### config.mk
export PLATFORM = sky130hd
export DESIGN_NAME = demux4_stream
export DESIGN_NICKNAME = d
export VERILOG_FILES = /design/src/rtl/demux4_pkg.sv /design/src/rtl/demux_fifo.sv /design/src/rtl/demux4_stream.sv
export SDC_FILE = /design/constraint.sdc
export NUM_CORES = 1
export LEC_CHECK = 0
export ABC_AREA = 1
export BUFFER_PORTS_ARGS = -buffer_cell sky130_fd_sc_hd__buf_2
export CORE_ASPECT_RATIO = 1.1
export CORE_MARGIN = 1.5
export CORE_UTILIZATION = 30
export DETAILED_ROUTE_END_ITERATION = 12
export PLACE_DENSITY = 0.52
export SYNTH_ARGS = -nofsm -noshare
export SYNTH_HDL_FRONTEND = slang
export SYNTH_HIERARCHICAL = 1
export SYNTH_SLANG_ARGS = --single-unit
### constraint.sdc
create_clock -name clk -period 3.5 [get_ports clk]
set_clock_uncertainty 0.05 [all_clocks]
set_input_delay 0.35 -clock clk [delete_from_list [all_inputs] [get_ports clk]]
set_output_delay 0.35 -clock clk [all_outputs]
set_load 0.1 [all_outputs]
### src/rtl/demux4_pkg.sv
// Shared definitions for the 1:4 stream demultiplexer.
package demux4_pkg;

    localparam int NUM_CH = 4;
    localparam int SEL_W  = 2;

    typedef logic [SEL_W-1:0] sel_t;

endpackage

### src/rtl/demux_fifo.sv
// Per-channel FIFO: registered head, no flow-through, no full-bypass.
module demux_fifo #(
    parameter int WIDTH = 32,
    parameter int DEPTH = 2
) (
    input  logic             clk,
    input  logic             rst_n,
    input  logic             push,
    input  logic [WIDTH-1:0] wr_data,
    input  logic             pop,
    output logic             full,
    output logic             empty,
    output logic [WIDTH-1:0] head
);

    localparam int AW = $clog2(DEPTH);
    localparam logic [AW:0] FULL_CNT = (AW + 1)'(DEPTH);

    logic [WIDTH-1:0] mem [DEPTH];
    logic [AW-1:0]    wr_ptr;
    logic [AW-1:0]    rd_ptr;
    logic [AW:0]      count;
    logic             push_ok;
    logic             pop_ok;

    // Full is judged on the pre-pop count, so a full FIFO refuses even while draining.
    assign full    = (count == FULL_CNT);
    assign empty   = (count == '0);
    assign push_ok = push && !full;
    assign pop_ok  = pop && !empty;
    assign head    = mem[rd_ptr];

    always_ff @(posedge clk or negedge rst_n) begin
        if (!rst_n) begin
            wr_ptr <= '0;
            rd_ptr <= '0;
            count  <= '0;
            for (int i = 0; i < DEPTH; i++) begin
                mem[i] <= '0;
            end
        end else begin
            if (push_ok) begin
                mem[wr_ptr] <= wr_data;
                wr_ptr      <= wr_ptr + 1'b1;
            end
            if (pop_ok) begin
                rd_ptr <= rd_ptr + 1'b1;
            end
            if (push_ok && !pop_ok) begin
                count <= count + 1'b1;
            end else if (!push_ok && pop_ok) begin
                count <= count - 1'b1;
            end
        end
    end

endmodule

### src/rtl/demux4_stream.sv
// Routes one valid/ready stream into four independently buffered output channels.
module demux4_stream
    import demux4_pkg::*;
#(
    parameter int WIDTH = 32,
    parameter int DEPTH = 2
) (
    input  logic                    clk,
    input  logic                    rst_n,
    input  logic                    in_valid,
    output logic                    in_ready,
    input  sel_t                    in_sel,
    input  logic [WIDTH-1:0]        in_data,
    output logic [NUM_CH-1:0]       out_valid,
    input  logic [NUM_CH-1:0]       out_ready,
    output logic [NUM_CH*WIDTH-1:0] out_data,
    output logic                    busy
);

    // Handshake: a beat moves on a rising edge where valid && ready; ready never looks at valid.
    logic [NUM_CH-1:0] full;
    logic [NUM_CH-1:0] empty;
    logic [NUM_CH-1:0] push;
    logic [NUM_CH-1:0] pop;

    assign in_ready  = !full[in_sel];
    assign out_valid = ~empty;
    assign busy      = |out_valid;

    for (genvar k = 0; k < NUM_CH; k++) begin : g_ch
        assign push[k] = in_valid && in_ready && (in_sel == sel_t'(k));
        assign pop[k]  = out_valid[k] && out_ready[k];

        demux_fifo #(
            .WIDTH (WIDTH),
            .DEPTH (DEPTH)
        ) u_fifo (
            .clk     (clk),
            .rst_n   (rst_n),
            .push    (push[k]),
            .wr_data (in_data),
            .pop     (pop[k]),
            .full    (full[k]),
            .empty   (empty[k]),
            .head    (out_data[k*WIDTH +: WIDTH])
        );
    end

endmodule

==> flow_summary.toml <==
[critical_path]
path_cells = "inv_1 -> buf_4 -> nand2_1 -> nand2_1 -> buf_2"
r2r_slack_ns = 1.26
max_stage_delay_ns = 0.58
crit_buf_inv = 3
cp.required_ns = 3.10
critPathMaxFanout = 20
timing.rr.start = "g_ch[1].u_fifo/count[0]"
crit_cells = 5
timing.rr.end = "g_ch[1].u_fifo/mem[34]"
crit_end = "out_data[87]"
reg2regPathDepth = 11
cp_slowest_cell = "inv_1"
crit_family = "buffers and inverters"
critPathLaunch = "g_ch[2].u_fifo/rd_ptr"
crit_path_frequent_cell = "nand2_1"
arrival_ns = 2.40
cp-start-kind = "flip-flop"
setup.worst_path.class = "reg -> out"
end_kind = "output port"

[floorplan]
rows = 81
core_area_um2 = 44500
start_util_pct = 30.4
die_h_um = 226
fp.dieW_um = 206
io_pins = 175
dieArea_um2 = 46400

[cts]
cts.root.buffer_cell = "clkbuf_16"
cts_setup_buffers = 0
clock_path_buffers = 3
ctsResizeCount = 0
cts-htree-levels = 1
clk_latency_ns = 0.57
cts_tree = "built"
hold_buffers = 1
clk_pin_slew_ns = 0.06
cts.sinks = 272
cts_buffers = 30

[timing]
tns_ns = 0
rsz0062_at_grt = "no"
finalHoldViolCount = 0
fmax_ghz = 0.357
slew_violations = 0
slew_headroom_pct = 47.2
min_period_over_period_pct = 80.1
worst_pin_slew_ns = 0.791
setup_viol_count_final = 0
fin_crit_ns = 2.80

[detailed_routing]
post-route-drc-count = 0
first_pass_iters = 5
drt-initial-drc-count = 1203
viasPerCell = 5.06
vias = 12200
post_drt_wl_per_cell_um = 19.5
routed_wl_um = 46900
ant_nets = 0

[grt]
grt_pass1_vias = 11400
grt_pass1_wl_um = 70700
grt_max_degree = 95
antenna_found_initial = 3
globalRoute.totalOverflow = 0
grt_use_total_pct = 20.0

[cells_and_area]
finalNetCount = 1849
drive_above_1_share_pct = 15.2
syn2layout_area_growth_pct = 14.1
fin_cells = 2405

[synth]
synth_cells = 1702
ys_types = 21
ys.warnings.count = 6
yosys-top-cells-area = "dfrtp_1 50%, nand2_1 26%, nand4_1 12%"
avgSynthCellArea_um2 = 7.95
yosysTopAreaCell = "dfrtp_1"
yosysSeqAreaShare_pct = 50.3
netlist_area_um2 = 13500
synth_seq_cells = 272
yosysTopAreaCellShare_pct = 50.3
synth_nets = 1747

[placed_design]
placedCellCount = 2352
dp_hpwl_um = 28900
gp_congestion = 0.773
portBuffers = 174

[run_status]
status = "completed"

[worst_hold_path]
hp-class = "in -> reg"

[run]
maxCapViolCount = 0
[worst min path at each step]
stage | end | cells after the start | start
floorplan | g_ch[0].u_fifo/count[0] | 0 | rst_n
global placement | g_ch[2].u_fifo/mem[24] | 1 | rst_n
detailed placement | g_ch[2].u_fifo/mem[24] | 1 | rst_n
CTS | g_ch[2].u_fifo/rd_ptr | 5 | out_ready[2]
global route | g_ch[2].u_fifo/rd_ptr | 5 | out_ready[2]
finish | g_ch[2].u_fifo/rd_ptr | 5 | out_ready[2]
[placed cells by master, fill, tap and decap left out]
master         count
clkinv_2           3
nand3_4            8
buf_4             26
nand2_2            3
and2_2             1
diode_2            2
buf_12             5
o21ai_0            4
nor2_4             2
buf_2            173
dlygate4sd3_1      1
clkbuf_1           7
nand3b_1           4
xnor2_1            4
inv_2             10
nand2_4            4
dfrtp_1          272
clkinvlp_4         1
nand3_2            1
nand2_1          939
inv_1             34
bufinv_16          1
nor2_1             8
clkinv_1           1
clkbuf_8           7
nand4_1          263
clkbuf_16         31
ha_1               4
nand3_1            4
buf_8              1
[sequential cells by signal, indices dropped and copies added (netlist names)]
signal,cells
g_ch.u_fifo/rd_ptr,4
g_ch.u_fifo/wr_ptr,4
g_ch.u_fifo/mem,256
g_ch.u_fifo/count,8
[per-stage QoR]
step | setup WS, ns | instance area (um^2) | hold slack (ns) | util [%]
finish | 0.697 | 15400 | 0.0955 | 34.7
global route | 0.590 | 15400 | 0.103 | 34.7
CTS | 0.673 | 15400 | 0.0779 | 34.7
detailed placement | 1.27 | 14500 | 0.393 | 32.5
global placement | 1.30 | 14500 | 0.386 | 32.5
floorplan | 1.15 | 13500 | 0.00441 | -
[routing by layer]
metal	vias to the layer above	global-route usage [%]	routed length (um)
met5	-	0	11
met4	2	6.62	1270
met2	430	30.1	21200
met1	5926	29.2	21600
li1	5752	-	-
met3	70	2.94	2850
[layout make-up]
cell class	instances	area [um^2]
Inverter	45	169
Timing Repair Buffer	206	1190
Antenna cell	2	5.00
Tap cell	581	727
Fill cell	4702	29000
Clock buffer	45	898
Sequential cell	272	6810
Clock inverter	5	52.6
Multi-Input combinational cell	1249	5600
[kinds of logic (layout without fill, tap and decap cells)]
kind of cell | count (synthesis) | in the layout | share of synthesized area [%]
and+or+nand+nor | 1237 | 1237 | 40.5
DFF | 272 | 272 | 50.3
buffers and inverters | 181 | 301 | 8.46
adders and majority gates | 4 | 4 | 0.370
AOI/OAI and AO/OA | 4 | 4 | 0.148
xor gates and xnor gates | 4 | 4 | 0.259
other | 0 | 2 | 0
[synthesized netlist by cell type, drive strengths merged]
cell type	n
and2	1
buf	124
clkbuf	12
dfrtp	272
ha	4
inv	45
nand2	946
nand3	13
nand3b	4
nand4	263
nor2	10
o21ai	4
xnor2	4
[worst register-to-register path, cell delays in order, from the launching register on]
cell,delay [ns]
dfrtp_1,0.42
inv_2,0.07
nand2_4,0.07
inv_1,0.05
nand2_1,0.06
nand2_2,0.06
inv_1,0.07
nand4_1,0.11
inv_2,0.36
buf_4,0.55
nand4_1,0.20
nand2_1,0.12
Power is left out: the tool's default activity adds up to more than one toggle a clock period on the data nets, which glitch-free logic cannot reach.
